--- src/rtl/types_pkg.sv ---
// Shared types, funct3 codes and byte-lane helpers for the memory-access stage.
package types_pkg;

  localparam int XLEN = 32;

  typedef enum logic [1:0] {
    IDLE = 2'd0,
    BUSY = 2'd1,
    DONE = 2'd2
  } mem_state_e;

  typedef logic [3:0] be_t;

  localparam logic [2:0] F3_B  = 3'b000;
  localparam logic [2:0] F3_H  = 3'b001;
  localparam logic [2:0] F3_W  = 3'b010;
  localparam logic [2:0] F3_BU = 3'b100;
  localparam logic [2:0] F3_HU = 3'b101;

  // Any funct3 that is neither a byte nor a halfword code is a word access.
  function automatic logic is_byte(input logic [2:0] f3);
    return (f3 == F3_B) || (f3 == F3_BU);
  endfunction

  function automatic logic is_half(input logic [2:0] f3);
    return (f3 == F3_H) || (f3 == F3_HU);
  endfunction

  function automatic logic is_misaligned(input logic [2:0] f3, input logic [1:0] off);
    if (is_byte(f3)) return 1'b0;
    if (is_half(f3)) return off[0];
    return |off;
  endfunction

  function automatic logic [1:0] align_offset(input logic [2:0] f3, input logic [1:0] off);
    if (is_byte(f3)) return off;
    if (is_half(f3)) return {off[1], 1'b0};
    return 2'b00;
  endfunction

  function automatic be_t access_be(input logic [2:0] f3, input logic [1:0] off);
    if (is_byte(f3)) return be_t'(4'b0001 << off);
    if (is_half(f3)) return be_t'(4'b0011 << {off[1], 1'b0});
    return 4'b1111;
  endfunction

  // Replicate store data so the byte-enabled lanes always carry the right bytes.
  function automatic logic [XLEN-1:0] store_lanes(input logic [2:0] f3,
                                                  input logic [XLEN-1:0] wd);
    if (is_byte(f3)) return {4{wd[7:0]}};
    if (is_half(f3)) return {2{wd[15:0]}};
    return wd;
  endfunction

endpackage

--- src/rtl/load_extend.sv ---
// Load lane select and sign/zero extension of a bus read word.
module load_extend
  import types_pkg::*;
(
  input  logic [2:0]      funct3,
  input  logic [1:0]      offset,
  input  logic [XLEN-1:0] rdata,
  output logic [XLEN-1:0] data
);

  logic [7:0]  lane_byte;
  logic [15:0] lane_half;

  always_comb begin
    lane_byte = 8'h00;
    lane_half = offset[1] ? rdata[31:16] : rdata[15:0];
    data      = rdata;
    case (offset)
      2'd0:    lane_byte = rdata[7:0];
      2'd1:    lane_byte = rdata[15:8];
      2'd2:    lane_byte = rdata[23:16];
      default: lane_byte = rdata[31:24];
    endcase
    case (funct3)
      F3_B:    data = {{24{lane_byte[7]}}, lane_byte};
      F3_BU:   data = {24'h000000, lane_byte};
      F3_H:    data = {{16{lane_half[15]}}, lane_half};
      F3_HU:   data = {16'h0000, lane_half};
      default: data = rdata;
    endcase
  end

endmodule

--- src/rtl/mem_access_stage.sv ---
// Memory-stage load/store unit: request/ack bus transaction, byte lanes, load extension.
// Build macro MEM_MISALIGN_TRAP_EN rejects misaligned half/word accesses instead of aligning them.
module mem_access_stage
  import types_pkg::*;
(
  input  logic            clk,
  input  logic            reset,
  input  logic            mem_read_m,
  input  logic            mem_write_m,
  input  logic [2:0]      funct3_m,
  input  logic [XLEN-1:0] addr_m,
  input  logic [XLEN-1:0] wdata_m,
  output logic            stall_m,
  output logic [XLEN-1:0] load_data_m,
  output logic            misalign_m,
  output logic            bus_req,
  output logic            bus_we,
  output logic [XLEN-1:0] bus_addr,
  output logic [3:0]      bus_be,
  output logic [XLEN-1:0] bus_wdata,
  input  logic [XLEN-1:0] bus_rdata,
  input  logic            bus_ack
);

  mem_state_e      state_q, state_d;
  logic [XLEN-1:0] addr_q, addr_d;
  logic [XLEN-1:0] wdata_q, wdata_d;
  logic [XLEN-1:0] load_data_q, load_data_d;
  be_t             be_q, be_d;
  logic            we_q, we_d;
  logic [2:0]      funct3_q, funct3_d;
  logic [1:0]      off_q, off_d;
  logic [XLEN-1:0] ext_data;
  logic            access;
  logic            reject;
  logic [1:0]      req_off;

  assign access = mem_read_m | mem_write_m;

`ifdef MEM_MISALIGN_TRAP_EN
  assign reject  = access && is_misaligned(funct3_m, addr_m[1:0]);
  assign req_off = addr_m[1:0];
`else
  assign reject  = 1'b0;
  assign req_off = align_offset(funct3_m, addr_m[1:0]);
`endif

  load_extend u_load_extend (
    .funct3 (funct3_q),
    .offset (off_q),
    .rdata  (bus_rdata),
    .data   (ext_data)
  );

  always_comb begin
    state_d     = state_q;
    addr_d      = addr_q;
    wdata_d     = wdata_q;
    load_data_d = load_data_q;
    be_d        = be_q;
    we_d        = we_q;
    funct3_d    = funct3_q;
    off_d       = off_q;
    stall_m     = 1'b0;
    bus_req     = 1'b0;
    misalign_m  = 1'b0;
    if (!reset) begin
      case (state_q)
        IDLE: begin
          if (access) begin
            if (reject) begin
              misalign_m = 1'b1;
            end else begin
              state_d  = BUSY;
              stall_m  = 1'b1;
              addr_d   = {addr_m[XLEN-1:2], 2'b00};
              be_d     = access_be(funct3_m, req_off);
              we_d     = mem_write_m;
              wdata_d  = store_lanes(funct3_m, wdata_m);
              funct3_d = funct3_m;
              off_d    = req_off;
            end
          end
        end
        // Request fields stay frozen in their registers until the ack arrives.
        BUSY: begin
          stall_m = 1'b1;
          bus_req = 1'b1;
          if (bus_ack) begin
            if (!we_q) load_data_d = ext_data;
            state_d = DONE;
          end
        end
        DONE:    state_d = IDLE;
        default: state_d = IDLE;
      endcase
    end
  end

  always_ff @(posedge clk) begin
    if (reset) begin
      state_q     <= IDLE;
      addr_q      <= '0;
      wdata_q     <= '0;
      load_data_q <= '0;
      be_q        <= '0;
      we_q        <= 1'b0;
      funct3_q    <= '0;
      off_q       <= '0;
    end else begin
      state_q     <= state_d;
      addr_q      <= addr_d;
      wdata_q     <= wdata_d;
      load_data_q <= load_data_d;
      be_q        <= be_d;
      we_q        <= we_d;
      funct3_q    <= funct3_d;
      off_q       <= off_d;
    end
  end

  assign bus_we      = we_q;
  assign bus_addr    = addr_q;
  assign bus_be      = be_q;
  assign bus_wdata   = wdata_q;
  assign load_data_m = load_data_q;

endmodule

--- config.mk ---
export PLATFORM = sky130hd
export DESIGN_NAME = mem_access_stage
export DESIGN_NICKNAME = d
export VERILOG_FILES = /design/src/rtl/types_pkg.sv /design/src/rtl/load_extend.sv /design/src/rtl/mem_access_stage.sv
export SDC_FILE = /design/constraint.sdc
export NUM_CORES = 1
export LEC_CHECK = 0
export CAP_MARGIN = 15
export CORE_ASPECT_RATIO = 0.7
export CORE_MARGIN = 2
export CORE_UTILIZATION = 58
export DETAILED_ROUTE_END_ITERATION = 8
export DONT_BUFFER_PORTS = 1
export PLACE_DENSITY = 0.74
export SYNTH_ARGS = -nofsm -noshare
export SYNTH_HDL_FRONTEND = slang
export SYNTH_SLANG_ARGS = --single-unit
export TNS_END_PERCENT = 50
--- constraint.sdc ---
create_clock -name clk -period 4.8 [get_ports clk]
set_input_delay 1.44 -clock clk [delete_from_list [all_inputs] [get_ports clk]]
set_output_delay 1.44 -clock clk [all_outputs]
set_load 0.05 [all_outputs]
Word level (Yosys, flattened, before mapping)
Index checks and enable logic that the tools add are counted.
{"block": "word_totals", "regBits": 106, "inputBits": 104, "output_inout_bits": 104, "elab_cells": 65}
{"block": "op_classes", "eq_ne": 11, "shifts": 2, "n_mux": 33, "bitwise_logic": 2, "n_reduce_logical": 9}
{"op": "$mux 32", "n": 4}
{"op": "$pmux 32 s4", "n": 1}
{"op": "$pmux 8 s3", "n": 1}
{"op": "$mux 16", "n": 1}
{"op": "$mux 4", "n": 4}
{"op": "$mux 1", "n": 14}
{"op": "$eq 3x3->1 const B", "n": 4}
{"op": "$mux 2", "n": 6}
{"op": "$eq 3x1->1 const B", "n": 2}
{"op": "$logic_not 3->1", "n": 2}
{"op": "$eq 2x1->1 const B", "n": 2}
{"op": "$logic_not 2->1", "n": 2}
{"op": "$ne 2x2->1 const B", "n": 2}
{"op": "$pmux 2 s2", "n": 1}
{"op": "$reduce_and 2->1", "n": 2}
{"op": "$shl 1x2->4 const A", "n": 1}
{"op": "$shl 2x2->4 const A", "n": 1}
{"op": "$reduce_and 3->1", "n": 1}
{"op": "$eq 2x2->1 const B", "n": 1}
{"op": "$logic_or 1x1->1", "n": 2}
{"op": "$pmux 1 s2", "n": 1}
{"op": "$not 1->1", "n": 1}
{"op": "$or 1x1->1", "n": 1}

Depth between registers and ports, before layout
Gate-level depths: netlist of run 1.
{"block": "depth", "word_depth": 12, "mapped_depth": 6, "depth_no_buf": 4}

Hierarchy
From an unflattened synthesis of run 1, not the netlist that was laid out.
{"block": "unflattened", "cells_unflattened": 635, "hier_area_um2": 5128.7}
{"mod": "mem_access_stage", "n_inst": 1, "cells_per_inst": 502, "area_each_um2": 4159.0, "seq_area_each_um2": 2122.0}
{"mod": "load_extend", "n_inst": 1, "cells_per_inst": 133, "area_each_um2": 969.7, "seq_area_each_um2": 0.0}

Worst setup path before layout of run 1
Ideal clock, no wire load.
{"block": "synth_path", "kind": "input-to-output", "start": "input reset", "end": "output bus_req", "arrival_ns": 2.974, "required_ns": 3.360, "path_slack_ns": 0.386, "stages": 3, "n_path_buf": 2, "path_cell_list": "clkbuf_1 > clkbuf_1 > nor3b_1"}
{"block": "synth_via", "elab_chain_len": 1}
{"item": "start: declaration", "line": "mem_access_stage.sv:7", "source": "input logic reset,"}
{"item": "$mux 1", "line": "mem_access_stage.sv:67", "source": "if (!reset) begin"}
{"item": "end: declaration", "line": "mem_access_stage.sv:16", "source": "output logic bus_req,"}
Every way passes these cells.

Worst setup path after layout of run 1
Ends and elaborated chain as after synthesis.

==> impl_metrics.env, run 1 <==
export IMPL_clock_path_buffers=2
export IMPL_avgSynthCellArea_sq_um=8.02
export IMPL_grt_pass1_wl_mm=18.6
export IMPL_crit_fanout=107
export IMPL_synth_top_cell_area_share_pct=45.6
export IMPL_synthAdderAreaFrac_pct=0
export IMPL_clkLatencyLatePin_ps=330
export IMPL_p_comb_share_pct=9.9
export IMPL_synth_top_family_by_area="simple AND/OR/NAND/NOR gates"
export IMPL_crit_slowest_cell="nor3b_2"
export IMPL_cts_root_buf="clkbuf_16"
export IMPL_synth_xor_area_share_pct=0
export IMPL_min_path_cells=2
export IMPL_synthTopCellsByArea="dfxtp_1, nand2_1, a21oi_1, mux2i_1, nor2_1"
export IMPL_required_ps=3360
export IMPL_clock_sinks=106
export IMPL_synthMuxAreaShare_pct=5.56
export IMPL_layout_area_overhead_vs_synth_pct=6.05
export IMPL_tightest_slew_ps=1020
export IMPL_rsz0062_at_grt="no"
export IMPL_grt_total_usage_pct=26.5
export IMPL_crit_chain="nor3b_2"
export IMPL_maxCapViolCount=0
export IMPL_yosysTopAreaCell="dfxtp_1"
export IMPL_hold_viol=0
export IMPL_min_to="funct3_q[2]"
export IMPL_critical_path_max_stage_delay_ps=660
export IMPL_die_x_um=111
export IMPL_dr_pass1_iters=5
export IMPL_setup_viol=0
export IMPL_internal_power_w=0.00153
export IMPL_grt_pass1_vias=3598
export IMPL_pwr_share_seq_pct=55.3
export IMPL_p_clk_share_pct=34.8
export IMPL_cts_setup_buffers=0
export IMPL_min_period_ps=3550
export IMPL_drt_iter0_drc=406
export IMPL_min_delay_start="funct3_q[2]"
export IMPL_finalMaxSlewViolations=0
export IMPL_stdcell_count=653
export IMPL_nFillCells=680
export IMPL_crit_path_start_kind="input port"
export IMPL_h_tree_depth=3
export IMPL_yosysSeqAreaShare_pct=45.6
export IMPL_synthCells=581
export IMPL_routed_via_density=6.09
export IMPL_grt_max_degree=108
export IMPL_ctsHoldBuffers=0
export IMPL_synth_compound_area_share_pct=21.1
export IMPL_globalplace_congestion=0.879
export IMPL_route_vias_total=3974
export IMPL_critical_path_top_delay_family="simple AND/OR/NAND/NOR gates"
export IMPL_path_buf_inv=0
export IMPL_synth_seq_cells=106
export IMPL_ctsResizeCount=0
export IMPL_drc=0
export IMPL_yosysWarnings=0
export IMPL_switching_share_pct=32.9
export IMPL_path_clk_slew_ps=70
export IMPL_rows=27
export IMPL_ff2ff_setup_slack_ps=2480
export IMPL_synth_area_sq_mm=0.00466
export IMPL_place_hpwl_mm=8.17
export IMPL_finalCoreUtilization_pct=63.0
export IMPL_reg2regPathDepth=5
export IMPL_drive_above_1_share_pct=8.33
export IMPL_ioPinCount=208
export IMPL_hold_path_class="flop to flop"
export IMPL_arrival_ps=2110
export IMPL_r2r_end="load_data_m[11]"
export IMPL_synthDistinctLibCells=35
export IMPL_initial_core_util_pct=59.4
export IMPL_detail_route_antenna_nets=0
export IMPL_max_vdd_ir_drop_mv=0.327
export IMPL_path_class="input port to output port"
export IMPL_finalSetupTns_ps=0
export IMPL_overflow=0
export IMPL_routed_wl_mm=12.0
export IMPL_antenna_found_initial=0
export IMPL_p_switching_w=0.000749
export IMPL_nets=651
export IMPL_max_freq_ghz=0.282
export IMPL_yosys_area_share_simple_pct=22.8
export IMPL_worst_slack_ps=1250
export IMPL_slew_headroom_pct=31.8
export IMPL_dp_cells=637
export IMPL_period_share_pct=73.9
export IMPL_die_y_um=79.0
export IMPL_core_sq_mm=0.00784
export IMPL_p_leak_nw=1.76
export IMPL_wl_per_cell_um=18.3
export IMPL_design_power_total_w=0.00228
export IMPL_clock_skew_ps=4.51
export IMPL_numCtsBuffers=9
export IMPL_portBuffers=0
export IMPL_dieArea_sq_mm=0.00877
export IMPL_antenna_cells=0
export IMPL_p_per_area_mw_per_mm2=462
export IMPL_tritoncts="yes"
export IMPL_dp_slack_ps=1250
export IMPL_run_status="finished clean"
export IMPL_critPathCaptureType="output port"
export IMPL_rr_startpoint="bus_we"
## state kept, by name (all words and copies together), names as in the netlist
| name | count |
|---|---|
| bus_addr | 30 |
| bus_be | 4 |
| bus_wdata | 32 |
| bus_we | 1 |
| funct3_q | 3 |
| load_data_m | 32 |
| off_q | 2 |
| state_q | 2 |
## routing by layer
metal	GRT usage [%]	part of all wire [%]	vias up
met1	34.0	43	1866
met3	12.8	12	10
li1	-	-	1921
met4	6.54	0.92	0
met2	40.4	44	177
met5	0	0	-
## cells by family (layout without fill, tap and decap cells)
group                  after synthesis  in the layout
AO/OA/AOI/OAI                      148            148
buffers and inverters               52             21
flip-flops                         106            106
multiplexers                        25             25
other                                1              3
AND/OR/NAND/NOR                    249            249
## power groups by stage
stage | clock (W) | sequential [W] | combinational [W]
after floorplan | 0 | 0.00125 | 0.000224
after global placement | 0 | 0.00128 | 0.000218
after detailed placement | 0 | 0.00128 | 0.000228
after CTS | 0.000808 | 0.00126 | 0.000228
after global routing | 0.000840 | 0.00127 | 0.000258
final | 0.000793 | 0.00126 | 0.000226
## final cells by class
| class | instances | area [sq um] | area share (%) |
|---|---|---|---|
| sequential | 106 | 2120 | 43.0 |
| timing repair buffer | 4 | 30.0 | 0.608 |
| clock inverter | 4 | 73.8 | 1.49 |
| tap | 101 | 126 | 2.56 |
| multi-input combinational | 425 | 2330 | 47.1 |
| clock buffer | 12 | 256 | 5.19 |
| inverter | 1 | 3.75 | 0.0760 |
## cells in the final DEF (no fill, tap or decap), drive strengths merged, types with 4 or more instances in the layout
cell and count:
a211oi 33, nor3 7, mux2 7, and2 5, nand3b 8, a21oi 58
a311oi 16, nor2b 6, nand2 157, nor2 47, buf 4, nand2b 5
clkbuf 12, o21ai 28, a31o 4, mux2i 18, dfxtp 106, nand3 6
## worst max path at each step
stage | start | to | cells past startpoint
floorplan | reset | bus_req | 3
global placement | reset | bus_req | 1
detailed placement | reset | bus_req | 1
CTS | reset | bus_req | 1
global route | reset | bus_req | 1
finish | reset | bus_req | 1
## stage by stage
stage               hold slack [ps]  area (sq um)
detailed placement              493          4610
floorplan                       461          4660
global route                    532          4940
finish                          493          4940
global placement                478          4610
CTS                             494          4940
## cells in the mapped netlist
cell type,count
a211oi_1,23
inv_1,1
or2_2,1
dfxtp_1,106
buf_4,3
nor4bb_1,3
buf_6,1
a31o_2,4
a21oi_1,58
nand3b_1,8
o21ai_0,28
a2bb2oi_1,3
buf_1,4
or3_1,2
nand3_1,6
a211oi_2,10
nor2_1,47
clkbuf_1,32
nand2b_1,5
o22ai_1,1
nor3_1,7
o21bai_1,2
nand2_1,157
a311oi_1,16
and2_1,5
o31a_4,1
o21a_1,1
mux2i_1,18
mux2_2,7
conb_1,1
o311ai_0,1
nor3b_1,1
nor2b_1,6
and4bb_2,1
buf_2,11
Power figures use the tool's default switching activity.
==> inputs of run 2 (changes only) <==
CORE_UTILIZATION = 57   (was 58)
PLACE_DENSITY = 0.75   (was 0.74)
clock period = 2.95 ns   (was 4.8 ns; I/O delays follow)
==> run 2 against run 1 <==
Effect of this change:
- hold slack lost 6.9 ps
- global-route usage grew 0.20 points
- setup slack lost 510 ps
- flip-flop and latch count is the same
- first-iteration DRC count grew 5.2%
- design area shrank 0.18%
- total power grew 54%
- combinational power grew 71%
- critical path depth grew 2
- critical endpoint is now stall_m
- largest cell class unchanged
==> impl_metrics.env, run 2 (synthesis results as in run 1) <==
export IMPL_dieArea_sq_mm=0.00892
export IMPL_pwr_share_seq_pct=58.0
export IMPL_crit_fanout=3
export IMPL_p_comb_share_pct=11.0
export IMPL_crit_top_cell="nor3_1"
export IMPL_antenna_found_initial=0
export IMPL_grt_max_degree=108
export IMPL_drt_iter0_drc=427
export IMPL_r2r_end="load_data_m[10]"
export IMPL_min_path_cells=2
export IMPL_p_leak_nw=1.76
export IMPL_globalplace_congestion=0.901
export IMPL_clock_path_buffers=2
export IMPL_overflow=0
export IMPL_nFillCells=696
export IMPL_crit_chain="nor3_1, nor3_1, buf_4"
export IMPL_numCtsBuffers=9
export IMPL_finalCoreUtilization_pct=62.4
export IMPL_timing_critical_path_to="stall_m"
export IMPL_place_hpwl_mm=8.59
export IMPL_p_switching_w=0.00123
export IMPL_max_vdd_ir_drop_mv=0.488
export IMPL_dr_pass1_iters=5
export IMPL_path_clk_slew_ps=70
export IMPL_reg2regPathDepth=5
export IMPL_internal_power_w=0.00229
export IMPL_fin_area_sq_mm=0.00493
export IMPL_wl_per_cell_um=18.4
export IMPL_initial_core_util_pct=58.9
export IMPL_clkLatencyLatePin_ps=340
export IMPL_min_period_ps=2210
export IMPL_die_x_um=112
export IMPL_grt_pass1_vias=3580
export IMPL_rsz0062_at_grt="no"
export IMPL_drc=0
export IMPL_run_status="finished clean"
export IMPL_startpoint="mem_write_m"
export IMPL_drive_above_1_share_pct=8.98
export IMPL_h_tree_depth=3
export IMPL_crit_slowest_cell="buf_4"
export IMPL_period_share_pct=74.7
export IMPL_ff2ff_setup_slack_ps=1080
export IMPL_nets=656
export IMPL_dpl_cell_area_sq_mm=0.00466
export IMPL_hold_viol=0
export IMPL_dp_slack_ps=654
export IMPL_critPathCaptureType="output port"
export IMPL_ioPinCount=208
export IMPL_slew_headroom_pct=56.7
export IMPL_ctsResizeCount=0
export IMPL_grt_total_usage_pct=26.7
export IMPL_rows=27
export IMPL_antenna_cells=0
export IMPL_grt_pass1_wl_mm=18.9
export IMPL_crit_path_start_kind="input port"
export IMPL_layout_area_overhead_vs_synth_pct=5.86
export IMPL_layout_commonest_cell="nand2_1"
export IMPL_p_clk_share_pct=31.0
export IMPL_p_per_area_mw_per_mm2=714
export IMPL_routed_wl_mm=12.1
export IMPL_switching_share_pct=35.1
export IMPL_max_freq_ghz=0.454
export IMPL_route_vias_total=3929
export IMPL_arrival_ps=1320
export IMPL_finalMaxSlewViolations=0
export IMPL_core_sq_mm=0.00791
export IMPL_ctsHoldBuffers=0
export IMPL_worst_slack_ps=745
export IMPL_detail_route_antenna_nets=0
export IMPL_required_ps=2070
export IMPL_hold_path_class="flop to flop"
export IMPL_path_class="input port to output port"
export IMPL_maxCapViolCount=0
export IMPL_tightest_slew_ps=647
export IMPL_clock_skew_ps=8.21
export IMPL_setup_viol=0
export IMPL_die_y_um=79.6
export IMPL_portBuffers=0
export IMPL_rr_startpoint="bus_we"
export IMPL_tritoncts="yes"
export IMPL_cts_setup_buffers=0
export IMPL_routed_via_density=5.97
export IMPL_critical_path_max_stage_delay_ps=200
export IMPL_clock_sinks=106
export IMPL_cts_root_buf="clkbuf_16"
export IMPL_final_cell_mix="nand2_1, dfxtp_1, a21oi_1, nor2_1, o21ai_0"
[run 2: cell count changes in the layout (fill, tap and decap cells not counted), sizes merged]
cell and delta:
buf +5, bufinv -2, inv +2, clkbuf -1, clkinvlp +1
[run 2: layer usage]
metal	routed length, um	share of wire, %	track usage, %
met1	5210	43	35.8
met2	5380	44	40.0
met3	1400	12	10.8
met4	127	1.0	7.44
met5	0	0	0
[run 2: final cells by class]
cell class	count	area, sq um	share of cell area, %
clock buffer	11	233	4.72
clock inverter	5	38.8	0.787
inverter	1	3.75	0.0761
multi-input combinational	425	2330	47.2
sequential	106	2120	43.0
tap	101	126	2.56
timing repair buffer	9	80.1	1.62
[run 2: worst min-delay path by stage]
| stage | from | end | slack, ps |
|---|---|---|---|
| 2_1_floorplan | funct3_q[2] | funct3_q[2] | 460 |
| 3_3_place_gp | funct3_q[2] | funct3_q[2] | 470 |
| 3_5_place_dp | funct3_q[2] | funct3_q[2] | 480 |
| 4_1_cts | funct3_q[2] | funct3_q[2] | 490 |
| 5_1_grt | funct3_q[2] | funct3_q[2] | 530 |
| 6_report | funct3_q[2] | funct3_q[2] | 490 |
[run 2: stage by stage]
stage	std cells	hold WS [ps]	TNS, ps	total power, W
floorplan	583	461	-96.2	0.00240
global placement	642	468	0	0.00245
detailed placement	642	477	0	0.00247
CTS	658	487	0	0.00356
global route	658	528	0	0.00368
finish	658	487	0	0.00352
[run 2: power groups by stage]
| stage | registers, W | clock network (W) | logic [W] |
|---|---|---|---|
| finish | 0.00204 | 0.00109 | 0.000387 |
| global route | 0.00206 | 0.00118 | 0.000441 |
| CTS | 0.00204 | 0.00112 | 0.000390 |
| detailed placement | 0.00208 | 0 | 0.000389 |
| global placement | 0.00207 | 0 | 0.000373 |
| floorplan | 0.00204 | 0 | 0.000364 |
[run 2: worst max-delay path, delay by kind of cell]
kind	cells	cell delay [ps]
buffers and inverters	1	200
and+or+nand+nor	2	230
==> patch 1, RTL diff (flow settings as in run 1) <==
The option `MEM_MISALIGN_TRAP_EN` is turned on by a define.
--- a/src/rtl/mem_access_stage.sv
+++ b/src/rtl/mem_access_stage.sv
@@ -2,2 +2,4 @@
 // Build macro MEM_MISALIGN_TRAP_EN rejects misaligned half/word accesses instead of aligning them.
+`define MEM_MISALIGN_TRAP_EN
+
 module mem_access_stage
Formal check against the unedited RTL: not equivalent (a bounded check fails within 4 cycles, from zero or initial values and one cycle with reset high).
==> patch 1 against run 1 <==
- the flow now finishes with violations (DRC)
- non-clock buffer count is the same
- worst setup slack lost 0.26 ns
- power shrank 1.6%
- largest cell class unchanged
- count of clock-buffer cells in the layout shrank 1
- clock power shrank 3.5%
- utilization grew 0.56 points
- critical endpoint is now misalign_m
- global-route usage grew 0.11 points
- largest power group unchanged
- synthesized cell count grew 1.5%
- sequential cell count is the same
- wire length grew 5.7%
- final area grew 2.6%
- synthesized area grew 4.1%
==> patch 1: results (changes against run 1) <==
cts_resized: 0  # unchanged
synthDistinctLibCells: 43  # +23%
dr_total_vias: 4030  # +1.4%
antenna_found_initial: 0  # unchanged
remaining_drc_errors: 13  # +13
cts_buffers: 9  # unchanged
skew_ns: 0.00489  # +0.000378 ns
grt_max_degree: 106  # -1.9%
yosysSeqAreaShare_pct: 43.8  # -1.8 points
place_ws_ns: 1.00  # -0.244 ns
yosys-top-cells-count: "163 x nand2_1, 106 x dfxtp_1, 61 x a21oi_1, 52 x nor2_1, 26 x buf_2"
hpwlAfterDp_um: 8820  # +7.9%
first_pass_iters: 9  # +4
path_clk_slew_ns: 0.07  # about the same
arrival_ns: 2.37  # +0.26 ns
gp_congestion: 0.827  # -5.9%
grt_first_pass_wirelength_um: 19100  # +3.1%
async_flop_share_pct: 0  # unchanged
track_usage_pct: 26.6  # +0.11 points
grt_pass1_vias: 3679  # +2.3%
fin_nets: 658  # +1.1%
dr.first_iter.drc_count: 360  # -11%
drive_gt1_share_pct: 10.0  # +1.7 points
cts-root-buf: "clkbuf_16"
max-clock-path-buffers: 2  # unchanged
status: "complete, but fails checks"
slew_headroom_pct: 35.8  # +4.0 points
ys.flop_type: "dfxtp_1"
cts_post_setup_buffers_inserted: 0  # unchanged
ir_drop_v: 0.000282  # -14%
clock_latency_ns: 0.34
yosys-top-cells-area: "dfxtp_1 44%, nand2_1 13%, a21oi_1 6.3%"
place_area_mm2: 0.00475  # +3.1%
crit_fanout: 13  # -88%
violations: "DRC"
p_leak_uw: 0.00175  # -0.37%
wl_per_cell_um: 19.1  # +4.6%
antenna-diode-count: 0  # unchanged
hold_path_class: "reg2reg"
## patch 1: cell count changes after synthesis, sizes merged, moves of 4 or more
| cell | delta |
|---|---|
| o21ai | -8 |
| buf | +16 |
| nand2 | +6 |
| nor2 | +5 |
| a211oi | +4 |
| clkbuf | -15 |
| nor3 | -4 |
| nand2b | -4 |
| a21oi | +4 |
## patch 1: path summary, 6_finish.rpt
| path | start | end | slack (ns) | depth (start not counted) |
|---|---|---|---|---|
| hold reg to reg | funct3_q[2] | funct3_q[2] | 0.50 | 2 |
| setup reg to reg | off_q[1] | load_data_m[10] | 2.73 | 3 |
| setup / recovery | funct3_m[0] | misalign_m | 0.99 | 4 |
| hold / removal | funct3_q[2] | funct3_q[2] | 0.50 | 2 |
## patch 1: layer usage
layer | vias to the layer above | track usage (%) | part of all wire [%]
met4 | 0 | 7.07 | 1.2
met5 | - | 0 | 0
met2 | 186 | 40.5 | 45
li1 | 1948 | - | -
met1 | 1880 | 34.4 | 42
met3 | 16 | 11.9 | 12
## patch 1: kinds of logic after synthesis
family / after synthesis / share of synthesized area (%)
compound gates: 149 / 22.1
simple gates: 251 / 21.8
other cells: 1 / 0.0774
flops: 106 / 43.8
mux: 28 / 6.30
buf+inv: 55 / 5.94
## patch 1: power by group
part           internal [uW]  switching, uW  total (uW)
Combinational            102            151         252
Sequential               947            280        1230
Clock                    435            330         765
Total                   1480            760        2240
## patch 1: through the flow
step | hold WS (ns) | cells
floorplan | 0.461 | 591
global placement | 0.479 | 644
detailed placement | 0.487 | 644
CTS | 0.499 | 660
global route | 0.527 | 660
finish | 0.501 | 660
## patch 1: worst max-delay path, cell delays in order
cell and delay (ns):
nor2_1 0.02, buf_4 0.17, nor2_1 0.22, and3_1 0.52
## patch 1: final cells by class
class / count / area (um2)
clock buffers: 11 / 253
fillers: 703 / 2900
inverters: 3 / 11.3
well taps: 101 / 126
flip-flops and latches: 106 / 2120
repair buffers: 4 / 30.0
clock inverters: 5 / 62.6
multi-input cells: 430 / 2460
==> patch 2, RTL diff (settings of run 1) <==
Without the edit above. Take the reset off `wdata_q` and load it in a clocked block of its own.
--- a/src/rtl/mem_access_stage.sv
+++ b/src/rtl/mem_access_stage.sv
@@ -103,3 +103,2 @@
       addr_q      <= '0;
-      wdata_q     <= '0;
       load_data_q <= '0;
@@ -112,3 +111,2 @@
       addr_q      <= addr_d;
-      wdata_q     <= wdata_d;
       load_data_q <= load_data_d;
@@ -119,2 +117,6 @@
     end
+  end
+
+  always_ff @(posedge clk) begin
+    wdata_q <= wdata_d;
   end
Function: differs if reset is asserted again (counterexample within 4 cycles, from zero or initial values and one cycle with reset high); with reset held inactive, the same outputs for 4 cycles.
==> patch 2 against run 1 <==
- first-iteration DRC count is 26% lower
- wire length is 11% lower
- clock power is 35% lower
- global-route usage is 2.4 points lower
- sequential cell count stayed put
- final area is 3.4% lower
- worst setup slack worse by 0.18 ns
- clock skew is 0.0045 ns higher
- die area is 2.1% lower
- synthesized area is 2.1% lower
- power is 10% lower
- count of clock-buffer cells in the layout is 2 lower
- critical path depth is 1 higher
==> patch 2: results (changes against run 1) <==
first_pass_iters: 4  # -1
ir_drop_v: 0.000204  # -37%
crit_fanout: 76  # -29%
synth_edf_count: 32  # +32
yosysSeqAreaShare_pct: 53.6  # +8.0 points
path_clk_slew_ns: 0.10  # +0.03 ns
place_area_mm2: 0.00456  # -1.1%
antenna_found_initial: 0  # unchanged
track_usage_pct: 24.1  # -2.4 points
skew_ns: 0.00900  # +0.00449 ns
synth_cells: 469  # -19%
synthDistinctLibCells: 38  # +8.6%
gp_congestion: 0.787  # -10%
cts-root-buf: "clkbuf_8"
dr.first_iter.drc_count: 302  # -26%
clock_latency_ns: 0.36  # +0.03 ns
p_leak_uw: 0.00164  # -6.8%
slowest_delay_ns: 0.47  # -0.19 ns
yosys-top-cells-area: "dfxtp_1 33%, edfxtp_1 21%, nand2_1 9.3%"
ys_warn_count: 0  # unchanged
ys.flop_type: "dfxtp_1"
antenna-diode-count: 0  # unchanged
wl_per_cell_um: 19.1  # +4.5%
fin_cells: 556  # -15%
arrival_ns: 2.29  # +0.18 ns
status: "complete, no violations"
grt_max_degree: 77  # -29%
grt_first_pass_wirelength_um: 16000  # -14%
tightestPinTransition_ns: 0.997  # -0.0263 ns
reg2regPathDepth: 3  # -2
cp_slowest_cell: "or3b_2"
fin_nets: 554  # -15%
drive_gt1_share_pct: 14.5  # +6.2 points
avgViaCountPerCell: 5.99  # -1.5%
grt_pass1_vias: 3181  # -12%
dp.cells: 539  # -15%
yosys-top-cells-count: "113 x nand2_1, 74 x dfxtp_1, 39 x a21oi_1, 36 x nor2_1, 32 x edfxtp_1"
hpwlAfterDp_um: 7450  # -8.8%
-- patch 2: worst register-to-register path, cell delays in order, from the launching register on --
cell	delay [ns]
dfxtp_1	0.51
and4bb_2	1.06
o31a_4	0.46
a211oi_1	0.13
-- patch 2: power breakdown --
part	switching (uW)	leakage (uW)	total, uW	internal, uW
Combinational	140	0.000632	236	96.0
Sequential	292	0.000909	1300	1000
Clock	310	0.0000976	518	208
Total	742	0.00164	2050	1310
-- patch 2: cell families after synthesis --
logic type      Yosys count  synth area share, %
compound gates          105                 16.1
buf+inv                  40                 4.15
flops                   106                 53.6
mux                      38                 9.28
other cells               1               0.0823
simple gates            179                 16.8
-- patch 2: worst paths after layout --
path	startpoint	endpoint	slack, ns
setup / recovery	reset	bus_req	1.07
hold / removal	funct3_q[2]	funct3_q[2]	0.52
hold reg to reg	funct3_q[2]	funct3_q[2]	0.52
setup reg to reg	bus_we	load_data_m[18]	2.52
-- patch 2: metrics by stage --
step / total power, uW / hold WS (ns) / setup WS (ns)
global placement: 1540 / 0.498 / 1.09
CTS: 2050 / 0.517 / 1.08
floorplan: 1510 / 0.472 / 0.482
detailed placement: 1550 / 0.497 / 1.08
global route: 2130 / 0.557 / 1.05
finish: 2050 / 0.518 / 1.07
-- patch 2: layout make-up --
cell class                      count  area (um2)
Multi-Input combinational cell    325        1950
Tap cell                          101         126
Fill cell                         652        2970
Timing Repair Buffer                5        57.6
Sequential cell                   106        2440
Inverter                            3        11.3
Clock inverter                      6        46.3
Clock buffer                       10         138
-- patch 2: routing by layer --
layer / track usage (%) / up-vias / share of wire [%]
li1: - / 1596 / -
met1: 29.5 / 1578 / 40
met2: 37.4 / 148 / 46
met3: 11.9 / 11 / 13
met4: 6.96 / 0 / 1.2
met5: 0 / - / 0
